$ cat src/rtl/swc_sequencer.sv
// swc_sequencer: expands a count-to-zero request into Swc LD0/LD1/LD2 + CCU/CCD, SWCSEQ_SKIPLOAD_EN skips loads of bytes the Swc already holds
`ifndef Swc_NOP
`define Swc_NOP 4'h0
`endif
`ifndef Swc_LD0
`define Swc_LD0 4'h1
`endif
`ifndef Swc_LD1
`define Swc_LD1 4'h2
`endif
`ifndef Swc_LD2
`define Swc_LD2 4'h3
`endif
`ifndef Swc_CCU
`define Swc_CCU 4'h4
`endif
`ifndef Swc_CCD
`define Swc_CCD 4'h5
`endif

module swc_sequencer (
  input  logic        clock,
  input  logic        reset,
  input  logic        req_valid,
  output logic        req_ready,
  input  logic [23:0] req_value,
  input  logic        req_dir,
  input  logic        abort,
  output logic [11:0] swc_inst,
  output logic        swc_inst_en,
  input  logic [23:0] swc_counter,
  input  logic        swc_ready,
  output logic        busy,
  output logic        done,
  output logic        aborted,
  output logic        fault
);
  typedef enum logic [2:0] {IDLE, LOAD0, LOAD1, LOAD2, START, RUN, STOP, FAULT} state_t;
  state_t state, nxt;
  logic [23:0] val, val_n;
  logic dir, dir_n, acc, en_n, done_n, abd_n;
  logic [2:0] skip_now;
  logic [2:1] skip, skip_n;
  logic [11:0] inst_n;
  assign acc = req_valid && req_ready;
`ifdef SWCSEQ_SKIPLOAD_EN
  assign skip_now = {req_value[23:16] == swc_counter[23:16], req_value[15:8] == swc_counter[15:8],
                     req_value[7:0] == swc_counter[7:0]};
`else
  assign skip_now = 3'b000;
`endif
  assign val_n = acc ? req_value : val;
  assign dir_n = acc ? req_dir : dir;
  assign skip_n = acc ? skip_now[2:1] : skip;
  always_comb begin
    nxt = state;
    if (state != FAULT && !swc_ready) nxt = FAULT;
    else
      case (state)
        IDLE:    nxt = !req_valid ? IDLE : !skip_now[0] ? LOAD0 : !skip_now[1] ? LOAD1 : !skip_now[2] ? LOAD2 : START;
        LOAD0:   nxt = abort ? STOP : !skip[1] ? LOAD1 : !skip[2] ? LOAD2 : START;
        LOAD1:   nxt = abort ? STOP : !skip[2] ? LOAD2 : START;
        LOAD2:   nxt = abort ? STOP : START;
        START:   nxt = val == 24'd0 ? IDLE : abort ? STOP : RUN;
        RUN:     nxt = swc_counter == 24'd0 ? IDLE : abort ? STOP : RUN;
        STOP:    nxt = IDLE;
        default: nxt = FAULT;
      endcase
  end
  assign done_n = nxt == IDLE && (state == START || state == RUN);
  assign abd_n = nxt == IDLE && state == STOP;
  assign en_n = nxt inside {LOAD0, LOAD1, LOAD2, STOP} || (nxt == START && val_n != 24'd0);
  assign inst_n = nxt == LOAD0 ? {`Swc_LD0, val_n[7:0]} :
                  nxt == LOAD1 ? {`Swc_LD1, val_n[15:8]} :
                  nxt == LOAD2 ? {`Swc_LD2, val_n[23:16]} :
                  (nxt == START && val_n != 24'd0) ? {dir_n ? `Swc_CCU : `Swc_CCD, 8'h00} :
                  {`Swc_NOP, 8'h00};
  always_ff @(posedge clock) begin
    if (reset) begin
      state <= IDLE;
      val <= '0;
      dir <= 1'b0;
      skip <= '0;
      swc_inst <= {`Swc_NOP, 8'h00};
      swc_inst_en <= 1'b0;
      req_ready <= 1'b1;
      busy <= 1'b0;
      done <= 1'b0;
      aborted <= 1'b0;
      fault <= 1'b0;
    end else begin
      state <= nxt;
      val <= val_n;
      dir <= dir_n;
      skip <= skip_n;
      swc_inst <= inst_n;
      swc_inst_en <= en_n;
      req_ready <= nxt == IDLE;
      busy <= nxt != IDLE && nxt != FAULT;
      done <= done_n;
      aborted <= abd_n;
      fault <= nxt == FAULT;
    end
  end
endmodule

$ cat config.mk
export PLATFORM = sky130hd
export DESIGN_NAME = swc_sequencer
export DESIGN_NICKNAME = d
export VERILOG_FILES = /design/src/rtl/swc_sequencer.sv
export SDC_FILE = /design/constraint.sdc
export NUM_CORES = 1
export LEC_CHECK = 0
export BUFFER_PORTS_ARGS = -buffer_cell sky130_fd_sc_hd__clkbuf_2
export CAP_MARGIN = 15
export CORE_UTILIZATION = 49
export DETAILED_ROUTE_END_ITERATION = 10
export HOLD_SLACK_MARGIN = 0.05
export PLACE_DENSITY = 0.89
export SLEW_MARGIN = 20
export SYNTH_ARGS = -nofsm -noshare
export SYNTH_HDL_FRONTEND = slang
export SYNTH_SLANG_ARGS = --single-unit
$ cat constraint.sdc
create_clock -name clock -period 2.55 [get_ports clock]
set_clock_uncertainty 0.2 [all_clocks]
set_input_delay 0.1275 -clock clock [delete_from_list [all_inputs] [get_ports clock]]
set_output_delay 0.1275 -clock clock [all_outputs]
set_load 0.02 [all_outputs]
==> flow_summary.ini <==
[outcome]
status = completed

[synthesis]
synth_top_family_by_area = simple AND/OR/NAND/NOR gates
ys_ff_latch = 45
synth_edf_count = 0
yosysTopAreaCellShare = 0.452
yosys.area_share.simple = 0.270
ys_seq_area_frac = 0.452
synth_area_um2 = 1990
synth-main-ff-cell = dfxtp_1
synth-xor-area-share = 0
synth_mux_area_frac = 0.126
synth_nets = 275
yosys-top-cells-area = dfxtp_1, mux2i_1, nor2_1
avgSynthCellArea_um2 = 9.01
synth-compound-area-share = 0.118
synth_cell_types = 41
syn_inst = 221
synth_top_area_cell = dfxtp_1
ys_warn_count = 0
async_flop_share = 0
synth_commonest_cells = dfxtp_1, nor2_1, mux2i_1
synth_fa_ha_area_frac = 0
yosysMostFrequentCell = dfxtp_1

[sta]
timing.hold.ws_ns = 0.241
tightest_slew_ns = 0.846
rsz0062_at_grt = no
finalSetupViolCount = 0
setup-tns-final_ns = 0
slew-limit-headroom = 0.436
setup_ws_ns = 0.291
fin_crit_sh = 0.886
final_max_slew_viol_count = 0
hold_violations = 0
fmax_mhz = 443
period_minus_slack_ns = 2.26

[global_route]
grt_max_degree = 43
antenna_found_initial = 0
grt_pass1_vias = 2115
grtUsageTotal = 0.290
grt_pass1_wl_mm = 9.31
overflow = 0

[min_path]
min_path_cells = 4
hold_path_class = in2reg
hold_start = req_valid
whs_endpoint = state[0]

[layout]
num_antenna_cells = 0
finalNonFillerCells = 366
fin_util = 0.728
area_growth_syn_to_layout_pct = 37.9
fin_nets = 372
fin_area_um2 = 2750
layout-drive-gt1-share = 0.264

[clock_network]
root_buffer = clkbuf_8
cts_hold_buf = 27
cts_buffers = 5
cts-resized-gates = 0
cts.sink_count = 45
cts_setup_buffers = 0
clk_pin_slew_worst_paths_ns = 0.08
cts_tree = built
h-tree-depth = 2
cts.path.max_buffers = 2
clkLatencyLatePin_ns = 0.30

[floorplanning]
ios = 72
fp.dieArea_um2 = 4320
core_um2 = 3770
die_h_um = 65.8
initial_core_util = 0.528
fp.dieW_um = 65.8
core.rowCount = 22

[worst_setup_path]
crit_type = reg2reg
required_ns = 2.55
crit_path_start_kind = flop
worst-path-buf-inv = 1
arrival_ns = 2.26
crit_chain = nor4_1, nand4_1, nor3_1, o41ai_2, buf_4, and2_1
r2r_end = state[1]
cp-end-kind = flop
path_max_fanout = 7
max_stage_delay_ns = 0.48
cp_top_family = simple AND/OR/NAND/NOR gates
r2r_slack_ns = 0.29
r2r-start = val[5]
worst-r2r-cell-count = 6
cp_slowest_cell = nor4_1

[power]
ir_drop_mv = 0.445
power_density_nw_per_um2 = 591
power_mw = 1.62
p_leak_nw = 1.27

[route]
wire_per_inst_um = 16.3
first_pass_iters = 5
drt-total-wl_mm = 5.98
drcViolationCount = 0
ant_nets = 0
dr_total_vias = 2107
via_per_inst = 5.76
drt_iter0_drc = 171

[flow_run]
drv_cap = 0

[placement]
place_ws_ns = 0.505
place_inst = 332
hpwl_mm = 3.92
place_area_um2 = 2370
gp_congestion = 0.888
portBuffers = 70
==> placed cells by master, fill, tap and decap left out, drive strengths merged <==
cell type    Yosys  routed
a21oi           18      18
a22o             1       1
a311o            1       1
a31oi            1       1
a32o             1       1
a32oi            1       1
and2             4       4
and4             1       1
buf              7       3
bufinv           0       1
clkbuf           3      75
clkinv           0       1
conb             1       1
dfxtp           45      45
dlygate4sd3      0      27
inv              3       3
mux2i           25      25
nand2            5       5
nand2b           4       4
nand3            4       4
nand3b           1       1
nand4            2       2
nand4b           1       1
nand4bb          1       1
nor2            37      37
nor2b           10      10
nor3             8       8
nor3b            1       1
nor4            16      16
nor4b            2       2
o211ai           1       1
o21a             2       2
o21ai           10      10
o311ai           1       1
o41ai            1       1
or3b             1       1
or4              1       1
==> layout make-up <==
class                           instances  area (um^2)
Multi-Input combinational cell        163         1030
Timing Repair Buffer                  100          643
Clock buffer                            5         68.8
Tap cell                               48         60.1
Clock inverter                          2         35.0
Inverter                                3         11.3
Sequential cell                        45          901
Fill cell                             266         1020
==> registers in the layout, indices dropped and copies added (netlist names) <==
name	flops
aborted	1
busy	1
dir	1
done	1
fault	1
req_ready	1
state	3
swc_inst	11
swc_inst_en	1
val	24
==> worst register-to-register path, stage by stage, from the launching register on <==
cell and delay (ns):
dfxtp_1 0.32, nor4_1 0.48, nand4_1 0.21, nor3_1 0.43, o41ai_2 0.18, buf_4 0.19
and2_1 0.16
==> power breakdown <==
| group | switching [mW] | internal [mW] |
|---|---|---|
| registers | 0.0311 | 0.745 |
| logic | 0.177 | 0.150 |
| clock network | 0.236 | 0.285 |
| total | 0.444 | 1.18 |
==> worst max path at each step <==
stage	start	to	slack (ns)	cells after the start
floorplan	state[2]	swc_inst_en	0.68	6
global placement	val[5]	swc_inst_en	0.56	5
detailed placement	state[2]	swc_inst[0]	0.51	5
CTS	state[2]	swc_inst[0]	0.47	5
global route	val[5]	busy	0.17	5
finish	val[5]	state[1]	0.29	6
==> metal layers <==
layer  part of all wire  global-route usage
met1               0.37               0.302
met2               0.52               0.528
met3              0.067              0.0521
met4              0.042               0.185
met5                  0                   0
==> cells by family after synthesis <==
family | count (synthesis)
flip-flops | 45
multiplexers | 25
other | 1
buffers and inverters | 13
AND/OR/NAND/NOR | 99
AO/OA/AOI/OAI | 38
Power figures use the tool's default switching activity.
